## src/rtl/multicycle_control_fsm.sv

```systemverilog
// Multi-cycle MIPS sequencing controller with mem_ready handshake and memory watchdog.
// Define MC_ADDI_EN to add the addi (opcode 001000) execute/writeback path.
module multicycle_control_fsm #(
  parameter int MEM_TIMEOUT = 15,
  parameter int CNT_W       = 8
) (
  input  logic       clock,
  input  logic       reset,
  input  logic [5:0] Opcode,
  input  logic       mem_ready,
  output logic       PCWrite,
  output logic       PCWriteCond,
  output logic       IorD,
  output logic       MemRead,
  output logic       MemWrite,
  output logic       IRWrite,
  output logic       MemToReg,
  output logic [1:0] PCSource,
  output logic [1:0] ALUOp,
  output logic       ALUSrcA,
  output logic [1:0] ALUSrcB,
  output logic       RegWrite,
  output logic       RegDst,
  output logic [3:0] state,
  output logic       illegal_op,
  output logic       mem_timeout
);

  typedef enum logic [3:0] {
    FETCH     = 4'd0,
    DECODE    = 4'd1,
    MEM_ADDR  = 4'd2,
    MEM_READ  = 4'd3,
    MEM_WB    = 4'd4,
    MEM_WRITE = 4'd5,
    EXECUTE   = 4'd6,
    R_WB      = 4'd7,
    BRANCH    = 4'd8,
    JUMP      = 4'd9
`ifdef MC_ADDI_EN
    ,
    ADDI_EXEC = 4'd10,
    ADDI_WB   = 4'd11
`endif
  } state_t;

  localparam logic [5:0] OP_RTYPE = 6'b000000;
  localparam logic [5:0] OP_LW    = 6'b100011;
  localparam logic [5:0] OP_SW    = 6'b101011;
  localparam logic [5:0] OP_BEQ   = 6'b000100;
  localparam logic [5:0] OP_J     = 6'b000010;
`ifdef MC_ADDI_EN
  localparam logic [5:0] OP_ADDI  = 6'b001000;
`endif
  // Abort happens in the MEM_TIMEOUT-th consecutive wait cycle, so compare against count-1.
  localparam logic [CNT_W-1:0] WAIT_LAST = CNT_W'(MEM_TIMEOUT - 1);

  state_t           cur_state;
  state_t           next_state;
  logic [CNT_W-1:0] wait_cnt;
  logic             watched;
  logic             abort;
  logic             decode_illegal;

  assign state   = cur_state;
  assign watched = (cur_state == FETCH) || (cur_state == MEM_READ) || (cur_state == MEM_WRITE);
  assign abort   = watched && !mem_ready && (wait_cnt == WAIT_LAST);

  always_ff @(posedge clock) begin
    if (reset) begin
      cur_state   <= FETCH;
      wait_cnt    <= '0;
      illegal_op  <= 1'b0;
      mem_timeout <= 1'b0;
    end else begin
      cur_state  <= next_state;
      illegal_op <= decode_illegal;
      if (abort)
        mem_timeout <= 1'b1;
      if (abort || (next_state != cur_state))
        wait_cnt <= '0;
      else if (watched && !mem_ready)
        wait_cnt <= wait_cnt + 1'b1;
    end
  end

  always_comb begin
    next_state     = cur_state;
    decode_illegal = 1'b0;
    PCWrite        = 1'b0;
    PCWriteCond    = 1'b0;
    IorD           = 1'b0;
    MemRead        = 1'b0;
    MemWrite       = 1'b0;
    IRWrite        = 1'b0;
    MemToReg       = 1'b0;
    PCSource       = 2'b00;
    ALUOp          = 2'b00;
    ALUSrcA        = 1'b0;
    ALUSrcB        = 2'b00;
    RegWrite       = 1'b0;
    RegDst         = 1'b0;
    case (cur_state)
      FETCH: begin
        MemRead = 1'b1;
        ALUSrcB = 2'b01;
        if (mem_ready) begin
          IRWrite    = 1'b1;
          PCWrite    = 1'b1;
          next_state = DECODE;
        end
      end
      DECODE: begin
        ALUSrcB = 2'b11;
        case (Opcode)
          OP_LW, OP_SW: next_state = MEM_ADDR;
          OP_RTYPE:     next_state = EXECUTE;
          OP_BEQ:       next_state = BRANCH;
          OP_J:         next_state = JUMP;
`ifdef MC_ADDI_EN
          OP_ADDI:      next_state = ADDI_EXEC;
`endif
          default: begin
            next_state     = FETCH;
            decode_illegal = 1'b1;
          end
        endcase
      end
      MEM_ADDR: begin
        ALUSrcA    = 1'b1;
        ALUSrcB    = 2'b10;
        next_state = (Opcode == OP_SW) ? MEM_WRITE : MEM_READ;
      end
      MEM_READ: begin
        MemRead = 1'b1;
        IorD    = 1'b1;
        if (mem_ready)
          next_state = MEM_WB;
        else if (abort)
          next_state = FETCH;
      end
      MEM_WB: begin
        RegWrite   = 1'b1;
        MemToReg   = 1'b1;
        next_state = FETCH;
      end
      MEM_WRITE: begin
        MemWrite = !abort;
        IorD     = 1'b1;
        if (mem_ready || abort)
          next_state = FETCH;
      end
      EXECUTE: begin
        ALUSrcA    = 1'b1;
        ALUOp      = 2'b10;
        next_state = R_WB;
      end
      R_WB: begin
        RegWrite   = 1'b1;
        RegDst     = 1'b1;
        next_state = FETCH;
      end
      BRANCH: begin
        ALUSrcA     = 1'b1;
        ALUOp       = 2'b01;
        PCWriteCond = 1'b1;
        PCSource    = 2'b01;
        next_state  = FETCH;
      end
      JUMP: begin
        PCWrite    = 1'b1;
        PCSource   = 2'b10;
        next_state = FETCH;
      end
`ifdef MC_ADDI_EN
      ADDI_EXEC: begin
        ALUSrcA    = 1'b1;
        ALUSrcB    = 2'b10;
        next_state = ADDI_WB;
      end
      ADDI_WB: begin
        RegWrite   = 1'b1;
        next_state = FETCH;
      end
`endif
      default: next_state = FETCH;
    endcase
    // An instruction abandoned by reset must not commit anything.
    if (reset) begin
      PCWrite     = 1'b0;
      PCWriteCond = 1'b0;
      IRWrite     = 1'b0;
      MemWrite    = 1'b0;
      RegWrite    = 1'b0;
    end
  end

endmodule

```

## config.mk

```make
export PLATFORM = sky130hd
export DESIGN_NAME = multicycle_control_fsm
export DESIGN_NICKNAME = d
export VERILOG_FILES = /design/src/rtl/multicycle_control_fsm.sv
export SDC_FILE = /design/constraint.sdc
export NUM_CORES = 1
export LEC_CHECK = 0
export ABC_AREA = 1
export ABC_CLOCK_PERIOD_IN_PS = 2300
export CELL_PAD_IN_SITES_DETAIL_PLACEMENT = 0
export CELL_PAD_IN_SITES_GLOBAL_PLACEMENT = 2
export CORE_UTILIZATION = 26
export CTS_CLUSTER_SIZE = 40
export DETAILED_ROUTE_END_ITERATION = 8
export PLACE_DENSITY_LB_ADDON = 0.1
export SLEW_MARGIN = 20
export SYNTH_ARGS = -nofsm -noshare
export SYNTH_HDL_FRONTEND = slang
export SYNTH_SLANG_ARGS = --single-unit
```

## constraint.sdc

```tcl
create_clock -name clock -period 2.3 [get_ports clock]
set_input_delay 0.46 -clock clock [delete_from_list [all_inputs] [get_ports clock]]
set_output_delay 0.46 -clock clock [all_outputs]
set_load 0.02 [all_outputs]
```

==> impl_metrics.tcl <==
set metrics [dict create \
    grt-ovfl-total 0 \
    drtAntennaViolNets 0 \
    antenna_found_initial 0 \
    io_buffer_count 30 \
    boundaryPins 31 \
    setup_ws_ns 0.102 \
    final_cell_mix "37 x nand2_1, 34 x inv_1, 32 x nor2_1, 24 x clkdlybuf4s50_1, 17 x nand3_1" \
    tightestPinTransition_ns 0.264 \
    clock_skew_ns 0.00469 \
    synthCells 184 \
    placed_cell_area_mm2 0.00157 \
    antenna_cells 0 \
    cp_num_buf_inv 4 \
    first_pass_iters 4 \
    drv_slew 0 \
    fp.dieW_um 68.1 \
    final_core_util_pct 39.7 \
    row_count 23 \
    fin_area_mm2 0.00162 \
    path_clk_slew_ns 0.06 \
    fmax_mhz 455 \
    drc 0 \
    synth-warning-count 0 \
    critPathMaxStageDelay_ns 0.59 \
    worstPathRequired_ns 1.84 \
    core-area_mm2 0.00409 \
    htreeDepth 1 \
    layout-drive-gt1-share_pct 19.5 \
    synth_nets 195 \
    power_leakage_nw 0.816 \
    vias 1188 \
    synth_cell_types 24 \
    stdcell_count 276 \
    nFillCells 461 \
    vias_per_cell 4.30 \
    pre_cts_slack_ns -0.0581 \
    regArea_um2 285 \
    postCtsSetupRepairBufs 0 \
    hpwl_mm 2.51 \
    yosysSeqAreaShare_pct 24.7 \
    layout.cells.most_common "nand2_1" \
    cts_buffer_depth 2 \
    fp.dieH_um 68.1 \
    period_share_pct 95.6 \
    crit_fanout 6 \
    track_usage_pct 14.5 \
    powerDensity_mw_per_mm2 350 \
    cts_sinks 14 \
    status "complete, no violations" \
    syn_area_per_cell_um2 6.17 \
    relSlewSlack_pct 82.4 \
    die_area_mm2 0.00464 \
    worstPathArrival_ns 1.74 \
    slowest_stage "clkdlybuf4s50_1" \
    grt_pass1_vias 1131 \
    syn2layout_area_growth_pct 42.7 \
    hp-class "register to register" \
    ir_drop_uv 192 \
    cp_top_family "buffers and inverters" \
    max_cap_violations 0 \
    dp.cells 273 \
    grt_max_degree 9 \
    grt_pass1_wl_mm 5.09 \
    multi_input_area_um2 711 \
    post_drt_wl_per_cell_um 11.1 \
    cts_buffers 3 \
    fin_crit_ns 2.20 \
    clock_latency_ns 0.24 \
    wl_mm 3.06 \
    synth_area_mm2 0.00114 \
    tns_ns 0 \
    crit_path_start_kind "register" \
    crit_type "register to primary output" \
    ys_ff_latch 14 \
    critical_path.cell_chain "inv_1, nand2_1, buf_4, nor2_1, inv_1, nand2_1, clkdlybuf4s50_1" \
    gp_congestion 0.810 \
    drtIter0Drc 53 \
    cts_root_buffer "clkbuf_8" \
    setup_viol 0 \
    hold_viol_final 0 \
    start_util_pct 27.8 \
    nets 239 \
    end_kind "primary output" \
    tritoncts "built" \
]
state kept, by name, indices dropped and copies added (netlist names):
| register | cells |
|---|---|
| wait_cnt | 8 |
| state | 4 |
| illegal_op | 1 |
| mem_timeout | 1 |
power by group:
group / switching (mW) / internal, mW
Sequential: 0.00412 / 0.247
Clock: 0.0817 / 0.116
Combinational: 0.0704 / 0.0491
Total: 0.156 / 0.412
cell families (layout without fill, tap and decap cells):
| logic type | after synthesis | after routing | share of synthesized area, % |
|---|---|---|---|
| AOI/OAI and AO/OA | 7 | 7 | 3.63 |
| xor gates and xnor gates | 6 | 6 | 4.63 |
| adders and majority gates | 2 | 2 | 2.20 |
| buffers and inverters | 40 | 82 | 13.2 |
| DFF | 14 | 14 | 24.7 |
| and+or+nand+nor | 115 | 115 | 51.7 |
stage by stage:
step / hold WS [ns] / power, mW
finish: 0.470 / 0.568
global route: 0.508 / 0.593
CTS: 0.476 / 0.579
detailed placement: 0.457 / 0.377
global placement: 0.455 / 0.376
floorplan: 0.522 / 0.325
metal layers:
metal	wire, um	vias to the layer above	track usage [%]
met3	120	2	3.17
met1	1620	511	20.2
met4	10	0	2.34
li1	-	648	-
met5	0	-	0
met2	1300	27	23.0
path summary, 6_finish.rpt:
check | cells past startpoint | slack (ns) | end | start
setup / recovery | 7 | 0.10 | ALUSrcA | state[0]$_SDFF_PP0_
hold / removal | 1 | 0.47 | mem_timeout$_SDFFE_PP0P_ | mem_timeout$_SDFFE_PP0P_
setup reg to reg | 11 | 0.59 | wait_cnt[2]$_SDFFE_PP0P_ | state[2]$_SDFF_PP0_
hold reg to reg | 1 | 0.47 | mem_timeout$_SDFFE_PP0P_ | mem_timeout$_SDFFE_PP0P_
layout make-up:
class	instances	share of cell area, %
Multi-Input combinational cell	130	43.8
Timing Repair Buffer	40	23.1
Sequential cell	14	17.6
Inverter	39	9.03
Tap cell	50	3.86
Clock buffer	3	2.55
synth_stat cells:
| cell type | instances | area (um2) |
|---|---|---|
| nor3_1 | 3 | 15.0 |
| nand2_1 | 37 | 139 |
| o21a_1 | 1 | 7.51 |
| inv_2 | 5 | 18.8 |
| dfxtp_1 | 14 | 280 |
| nor2_1 | 32 | 120 |
| a21oi_1 | 3 | 15.0 |
| o21ai_0 | 2 | 10.0 |
| clkbuf_1 | 1 | 3.75 |
| nor2_4 | 2 | 22.5 |
| xnor2_1 | 2 | 17.5 |
| xor2_1 | 4 | 35.0 |
| nand2_4 | 4 | 45.0 |
| nand3_2 | 1 | 10.0 |
| nand3b_1 | 1 | 7.51 |
| inv_1 | 34 | 128 |
| ha_1 | 2 | 25.0 |
| a21oi_2 | 1 | 8.76 |
| nand3_1 | 17 | 85.1 |
| nand4_1 | 4 | 25.0 |
| nor2_2 | 2 | 12.5 |
| nand2_2 | 3 | 18.8 |
| nor3_2 | 8 | 80.1 |
| nor4_1 | 1 | 6.26 |
repair_timing:
item | CTS | global route
cloned | 0 | 0
hold buffers | 0 | 0
endpoints found under the setup margin | 5 | 4
resized for setup | 7 | 4
Power figures use the tool's default switching activity.
